--- src/rtl/adder_pkg.sv ---
// Shared constants and types for the registered adder slice.
package adder_pkg;

    localparam int unsigned ADDER_DEFAULT_WIDTH = 4;
    localparam int unsigned ADDER_MAX_WIDTH     = 32;

    // Full {cout,sum} result at the widest legal WIDTH; narrower builds use the low sum bits.
    typedef struct packed {
        logic                       cout;
        logic [ADDER_MAX_WIDTH-1:0] sum;
    } adder_result_t;

endpackage

--- src/rtl/adder_core_if.sv ---
// Operand/result bundle for adder_core; the ovf signal exists only when ADDER_OVF_EN is defined.
interface adder_core_if import adder_pkg::*; #(
    parameter int unsigned WIDTH = ADDER_DEFAULT_WIDTH
) ();

    logic             in_valid;
    logic [WIDTH-1:0] a;
    logic [WIDTH-1:0] b;
    logic             cin;
    logic             out_valid;
    logic [WIDTH-1:0] sum;
    logic             cout;
`ifdef ADDER_OVF_EN
    logic             ovf;
`endif

    modport master (
        output in_valid,
        output a,
        output b,
        output cin,
        input  out_valid,
        input  sum,
`ifdef ADDER_OVF_EN
        input  ovf,
`endif
        input  cout
    );

    modport slave (
        input  in_valid,
        input  a,
        input  b,
        input  cin,
        output out_valid,
        output sum,
`ifdef ADDER_OVF_EN
        output ovf,
`endif
        output cout
    );

endinterface

--- src/rtl/adder_ripple.sv ---
// Purely combinational WIDTH-bit ripple-carry adder built from per-bit full adders.
module adder_ripple import adder_pkg::*; #(
    parameter int unsigned WIDTH = ADDER_DEFAULT_WIDTH
) (
    input  logic [WIDTH-1:0] a,
    input  logic [WIDTH-1:0] b,
    input  logic             cin,
    output logic [WIDTH-1:0] sum,
    output logic             cout
);

    logic [WIDTH:0] w_carry;

    assign w_carry[0] = cin;

    for (genvar i = 0; i < WIDTH; i++) begin : g_bit
        logic w_prop;
        assign w_prop         = a[i] ^ b[i];
        assign sum[i]         = w_prop ^ w_carry[i];
        assign w_carry[i + 1] = (a[i] & b[i]) | (w_prop & w_carry[i]);
    end

    assign cout = w_carry[WIDTH];

endmodule

--- src/rtl/adder_core.sv ---
// Registered adder: captures on in_valid, presents {cout,sum} one cycle later.
// Optional signed-overflow flag enabled by defining ADDER_OVF_EN.
module adder_core import adder_pkg::*; #(
    parameter int unsigned WIDTH = ADDER_DEFAULT_WIDTH
) (
    input  logic       clk,
    input  logic       rst,
    adder_core_if.slave bus
);

    logic [WIDTH-1:0] w_sum;
    logic             w_cout;

    logic             r_valid;
    logic [WIDTH-1:0] r_sum;
    logic             r_cout;

    adder_ripple #(
        .WIDTH (WIDTH)
    ) u_ripple (
        .a    (bus.a),
        .b    (bus.b),
        .cin  (bus.cin),
        .sum  (w_sum),
        .cout (w_cout)
    );

    // Result registers only load on in_valid so idle (possibly X) operands never reach outputs.
    always_ff @(posedge clk or posedge rst) begin
        if (rst) begin
            r_valid <= 1'b0;
            r_sum   <= '0;
            r_cout  <= 1'b0;
        end else begin
            r_valid <= bus.in_valid;
            if (bus.in_valid) begin
                r_sum  <= w_sum;
                r_cout <= w_cout;
            end
        end
    end

    assign bus.out_valid = r_valid;
    assign bus.sum       = r_sum;
    assign bus.cout      = r_cout;

`ifdef ADDER_OVF_EN
    logic w_ovf;
    logic r_ovf;

    assign w_ovf = (bus.a[WIDTH-1] == bus.b[WIDTH-1]) && (w_sum[WIDTH-1] != bus.a[WIDTH-1]);

    always_ff @(posedge clk or posedge rst) begin
        if (rst) begin
            r_ovf <= 1'b0;
        end else if (bus.in_valid) begin
            r_ovf <= w_ovf;
        end
    end

    assign bus.ovf = r_ovf;
`endif

endmodule

--- src/flat_wrapper.sv ---
// flat-port wrapper written by rule: the top's interface ports become plain ports
module adder_core_flat import adder_pkg::*;
#(
    parameter int unsigned WIDTH = ADDER_DEFAULT_WIDTH
)
  (clk, rst, bus_in_valid, bus_a, bus_b, bus_cin, bus_out_valid, bus_sum, bus_cout);
  adder_core_if #(.WIDTH(WIDTH)) bus_i ();
  input  logic clk;
  input  logic rst;
  input wire logic [$bits(bus_i.in_valid)-1:0] bus_in_valid;
  input wire logic [$bits(bus_i.a)-1:0] bus_a;
  input wire logic [$bits(bus_i.b)-1:0] bus_b;
  input wire logic [$bits(bus_i.cin)-1:0] bus_cin;
  output wire logic [$bits(bus_i.out_valid)-1:0] bus_out_valid;
  output wire logic [$bits(bus_i.sum)-1:0] bus_sum;
  output wire logic [$bits(bus_i.cout)-1:0] bus_cout;
  assign bus_i.in_valid = bus_in_valid;
  assign bus_i.a = bus_a;
  assign bus_i.b = bus_b;
  assign bus_i.cin = bus_cin;
  assign bus_out_valid = bus_i.out_valid;
  assign bus_sum = bus_i.sum;
  assign bus_cout = bus_i.cout;
  adder_core #(.WIDTH(WIDTH)) u_core (.clk(clk), .rst(rst), .bus(bus_i));
endmodule
--- config.mk ---
export PLATFORM = sky130hd
export DESIGN_NAME = adder_core_flat
export DESIGN_NICKNAME = d
export VERILOG_FILES = /design/src/rtl/adder_pkg.sv /design/src/rtl/adder_core_if.sv /design/src/rtl/adder_ripple.sv /design/src/rtl/adder_core.sv /design/src/flat_wrapper.sv
export SDC_FILE = /design/constraint.sdc
export NUM_CORES = 1
export LEC_CHECK = 0
export CAP_MARGIN = 20
export CELL_PAD_IN_SITES_DETAIL_PLACEMENT = 2
export CELL_PAD_IN_SITES_GLOBAL_PLACEMENT = 2
export CORE_MARGIN = 2
export CORE_UTILIZATION = 20
export CTS_BUF_LIST = sky130_fd_sc_hd__clkbuf_8
export CTS_CLUSTER_DIAMETER = 200
export DETAILED_ROUTE_END_ITERATION = 10
export PLACE_DENSITY = 0.8
export SETUP_SLACK_MARGIN = 0.05
export SLEW_MARGIN = 10
export SYNTH_ARGS = -nofsm -noshare
export SYNTH_HDL_FRONTEND = slang
export SYNTH_SLANG_ARGS = --single-unit
--- constraint.sdc ---
create_clock -name clk -period 0.8 [get_ports clk]
set_input_delay 0.12 -clock clk [delete_from_list [all_inputs] [get_ports clk]]
set_output_delay 0.12 -clock clk [all_outputs]
set_load 0.005 [all_outputs]
Yosys cells after proc, flatten, opt, wreduce, memory -nomap -nowiden
Cells that the tools add are included.
{"block": "classes", "n_bitwise": 20}
{"operator": "1-bit bitwise AND", "n": 8}
{"operator": "1-bit bitwise XOR", "n": 8}
{"operator": "1-bit OR", "n": 4}
{"block": "word_totals", "regBits": 6, "inputBits": 12, "output_inout_bits": 6}

Depth between registers and ports, before layout
{"block": "depth", "ltp_word": 9, "ltp_mapped": 8, "depth_no_buf": 8}

By module
A second synthesis with hierarchy kept.
{"block": "unflattened", "cells_unflattened": 26, "area_unflattened_um2": 327.8}
{"module": "adder_core", "seq_area_each_um2": 150.1, "cells_each": 12, "instances": 1, "area_per_inst_um2": 210.2}
{"module": "adder_ripple", "seq_area_each_um2": 0.0, "cells_each": 14, "instances": 1, "area_per_inst_um2": 117.6}

Worst setup path before layout
No wires, ideal clock.
{"block": "synth_path", "kind": "input port to flip-flop", "from": "in bus_cin", "to": "reg u_core.r_sum[3], in the netlist u_core.bus.sum[3]", "t_arrival_ps": 1694, "required_ps": 723, "setup_slack_ps": -971, "n_path_buf": 0, "path_stages": 8, "path_cell_list": "inv_1 > fa_1 > inv_1 > fa_1 > fa_1 > inv_1 > fa_1 > a21oi_1"}
{"block": "synth_between", "elab_chain_cells": 7}
{"element": "start: declaration", "line": "flat_wrapper.sv:13", "rtl": "input wire logic [$bits(bus_i.cin)-1:0] bus_cin;"}
{"element": "1-bit bitwise AND", "line": "adder_ripple.sv:20", "rtl": "assign w_carry[i + 1] = (a[i] & b[i]) | (w_prop & w_carry[i]);"}
{"element": "1-bit OR", "line": "adder_ripple.sv:20"}
{"element": "1-bit bitwise AND", "line": "adder_ripple.sv:20"}
{"element": "1-bit OR", "line": "adder_ripple.sv:20"}
{"element": "1-bit bitwise AND", "line": "adder_ripple.sv:20"}
{"element": "1-bit OR", "line": "adder_ripple.sv:20"}
{"element": "1-bit bitwise XOR", "line": "adder_ripple.sv:19", "rtl": "assign sum[i] = w_prop ^ w_carry[i];"}
{"element": "end signal: assignment", "line": "adder_core.sv:37", "rtl": "r_sum <= w_sum;"}
{"element": "end: declaration", "line": "adder_core.sv:15", "rtl": "logic [WIDTH-1:0] r_sum;"}
Every way passes these cells.
A chain may end at the register's enable or synchronous reset.

Final worst setup path
Same ends and word-level chain as after synthesis.

==> tab_implementation.tex <==
\begin{tabular}{lr}
\hline
Metric & Value \\
\hline
\multicolumn{2}{l}{\textbf{Floorplanning}} \\
\# rows & 14 \\
Die Y-Extent & around 44 um \\
Die outline area & 0.00198 mm2 \\
I/O pin total & 18 \\
CORE AREA & $\sim$0.0015 mm2 \\
Initial core utilization & between 20 and 25\% \\
Horizontal die dimension & around 44 um \\
\multicolumn{2}{l}{\textbf{Power and ir drop}} \\
Power share of the clock group & between 40 and 50\% \\
Sw frac & 24.6\% \\
Pwr Total & approximately 1.2 mW \\
Part of the power in registers & 32.7\% \\
Internal Dissipation & just under 0.9 mW \\
Power spent charging and discharging nets & about 0.28 mW \\
Power Dens Cells & around 2000 mW/mm2 \\
Max VDD drop & about 0.00064 V \\
Gate power share & around 27\% \\
Lkg Pwr & 0.281 nW \\
\multicolumn{2}{l}{\textbf{Final layout}} \\
Fill cells & 165 \\
Final net count & 68 \\
Antenna diode count & 0 \\
Share of the core filled with cells in the final layout & a little under two fifths \\
Number of standard cells in the final layout excluding fillers & 66 \\
Area growth from synthesis to final layout & 76.7\% \\
Layout cells sized above 1 & 54.0\% \\
\multicolumn{2}{l}{\textbf{Global routing}} \\
Leftover overflow at the end of global routing & 0 \\
First-pass GRT wire length & approximately 1500 um \\
Pin count of the biggest net entering global routing & 7 \\
Antenna violations before repair & 0 \\
Overall global routing resource usage & about an eighth \\
Number of global-route vias before repair & $\sim$330 \\
\multicolumn{2}{l}{\textbf{Routing}} \\
First-pass iteration count of the detailed router & 2 \\
Residual antenna-violating net count after detailed routing & 0 \\
Via/cell ratio & about 4.0 \\
Post-detailed-route DRC marker count & 0 \\
Number of design-rule violations left by the first detailed-router iteration & 3 \\
Final WL & between 900 and 1000 um \\
Via count & 265 \\
Average routed wire per standard cell & between 10 and 15 um \\
\multicolumn{2}{l}{\textbf{Critical path}} \\
Setup CP Type & in2reg \\
Critical Path RT & 0.95 ns \\
Most Frequent Cell on Critical Path & sky130\_fd\_sc\_hd\_\_fa\_2 \\
Largest stage delay on the critical path & a little over 0.4 ns \\
Critical path cell sequence & buf\_8 > inv\_8 > fa\_2 > inv\_2 > fa\_2 > fa\_2 > inv\_2 > fa\_1 > a21oi\_2 \\
Critical path's slowest cell & sky130\_fd\_sc\_hd\_\_fa\_1 \\
Crit path buffers/inverters & 4 \\
Data arrival at the endpoint of the critical path & between 1.5 and 2 ns \\
Crit path launch type & primary input \\
Worst Setup End Kind & flip-flop \\
Largest delay share family, worst path & adder cells \\
Maximum net fanout on the critical path & 1 \\
\multicolumn{2}{l}{\textbf{STA}} \\
Total setup violations reported at the end of the flow & 10 \\
Worst setup margin & -0.816 ns \\
Actual slew at the worst max-slew pin & approximately 0.27 ns \\
RSZ-0062 raised after global routing & true \\
Final Hold Violating Endpoints & 0 \\
Min Clock Period, post-route & around 1.6 ns \\
Setup Skew & 0 ns \\
Max Clock Freq & around 620 MHz \\
Remaining max-slew budget at the tightest pin & between 80\% and 90\% \\
Final cycle utilization of the critical path & 202\% \\
Max Slew Vio Count & 0 \\
Smallest hold slack & around 0.12 ns \\
\multicolumn{2}{l}{\textbf{CTS}} \\
Max clock buf depth & 2 \\
Clock buffers created by TritonCTS & 3 \\
TritonCTS clock tree & done \\
Post-CTS Hold Buffers & 0 \\
Sink count of the clock tree & 6 \\
Clock Latency Late Sink & approximately 0.22 ns \\
Number of levels in the clock H-tree & 1 \\
Clock Tree Root & sky130\_fd\_sc\_hd\_\_clkbuf\_8 \\
Worst-path clk slew & about 0.04 ns \\
\multicolumn{2}{l}{\textbf{Placement}} \\
Number of placed instances with taps included & 60 \\
Worst slack at placement & -1.52 ns \\
\# port buffers & 17 \\
HPWL after detailed placement & 680 um \\
Routability congestion estimate & approximately 0.64 \\
\multicolumn{2}{l}{\textbf{Yosys}} \\
Synth Net Count & 43 \\
Total standard cell area after synthesis & approximately 330 um2 \\
Part of the Yosys area used for sequential elements & a little under half \\
Mean instance size in the synthesized netlist & $\sim$12 um2 \\
Post-synthesis register bit count & 6 \\
Synth Warn \# & 0 \\
Number of different library cells in the post-synthesis netlist & 7 \\
Cell count after synthesis & 27 \\
\multicolumn{2}{l}{\textbf{Run status}} \\
Status & finished with violations \\
Failing checks & setup timing \\
\multicolumn{2}{l}{\textbf{Worst hold path}} \\
Path type of the worst min-delay path & in2async \\
\multicolumn{2}{l}{\textbf{Run}} \\
Max\_cap viols & 0 \\
\hline
\end{tabular}
-- stage by stage --
step | area (um2) | setup TNS, ns
2_1_floorplan | 343 | -2.86
3_3_place_gp | 529 | -7.01
4_1_cts | 568 | -3.05
6_report | 579 | -2.78
3_5_place_dp | 529 | -7.32
5_1_grt | 579 | -3.09
-- cell usage in the layout (no fill, tap or decap) --
master	n
sky130_fd_sc_hd__inv_8	1
sky130_fd_sc_hd__inv_2	2
sky130_fd_sc_hd__dlygate4sd2_1	3
sky130_fd_sc_hd__nor2_1	3
sky130_fd_sc_hd__inv_1	3
sky130_fd_sc_hd__buf_4	4
sky130_fd_sc_hd__a21oi_1	2
sky130_fd_sc_hd__clkbuf_8	3
sky130_fd_sc_hd__clkdlybuf4s50_1	5
sky130_fd_sc_hd__buf_8	2
sky130_fd_sc_hd__inv_4	2
sky130_fd_sc_hd__a21oi_2	1
sky130_fd_sc_hd__fa_1	1
sky130_fd_sc_hd__buf_6	1
sky130_fd_sc_hd__dfrtp_1	6
sky130_fd_sc_hd__fa_2	3
sky130_fd_sc_hd__mux2_4	2
sky130_fd_sc_hd__buf_2	6
-- worst reg2reg max path: stages, from the launching register on --
cell	delay, ns
sky130_fd_sc_hd__dfrtp_1	0.37
sky130_fd_sc_hd__buf_4	0.14
sky130_fd_sc_hd__mux2_4	0.26
-- registers in the layout, summed over array words and instances (netlist names) --
name,flops
u_core.bus.cout,1
u_core.bus.out_valid,1
u_core.bus.sum,4
-- synth_stat cells --
library cell / n / share of area (%)
sky130_fd_sc_hd__inv_1: 8 / 9.2
sky130_fd_sc_hd__buf_6: 1 / 3.4
sky130_fd_sc_hd__nor2_1: 3 / 3.4
sky130_fd_sc_hd__fa_1: 4 / 24
sky130_fd_sc_hd__mux2_4: 2 / 9.2
sky130_fd_sc_hd__dfrtp_1: 6 / 46
sky130_fd_sc_hd__a21oi_1: 3 / 4.6
-- cell families after synthesis --
family,Yosys count,synth area share [%]
buf+inv,9,12.6
flops,6,45.8
fa+ha+maj,4,24.4
compound gates,3,4.58
simple gates,3,3.43
mux,2,9.16
-- power groups by stage --
stage	registers [mW]	clock network (mW)	logic, mW
global placement	0.384	0	0.292
CTS	0.378	0.475	0.313
global route	0.385	0.484	0.349
finish	0.379	0.463	0.314
floorplan	0.387	0	0.112
detailed placement	0.385	0	0.311
-- path summary, 6_finish.rpt --
path	startpoint	endpoint	slack, ns	cells after the start
setup / recovery	bus_cin	u_core.bus.sum[3]	-0.82	9
hold / removal	rst	u_core.bus.out_valid	0.12	2
setup reg to reg	u_core.bus.sum[1]	u_core.bus.sum[1]	-0.08	2
hold reg to reg	u_core.bus.sum[3]	u_core.bus.sum[3]	0.51	2
max in group asynchronous	rst	u_core.bus.sum[3]	0.48	2
min in group clk	bus_a[0]	u_core.bus.sum[0]	0.32	4
-- area by class of cell --
class	count	area, um2	area share [%]
inverters	8	42.5	7.34
flip-flops and latches	6	150	25.9
multi-input cells	12	148	25.5
clock buffers	3	41.3	7.13
repair buffers	21	178	30.7
well taps	16	20.0	3.46
-- timing repair --
action,CTS,global route
setup buffers,3,0
setup endpoints to repair,12,11
pin swaps,5,5
gates resized for setup,45,3
-- layer usage --
metal  wire [um]  vias up  global-route usage (%)
met5           0        -                       0
met4          14        0                    7.27
met3          54        2                    4.90
met2         569       12                    22.0
met1         305      127                    11.1
li1            -      124                       -
(Power assumes the default switching activity.)
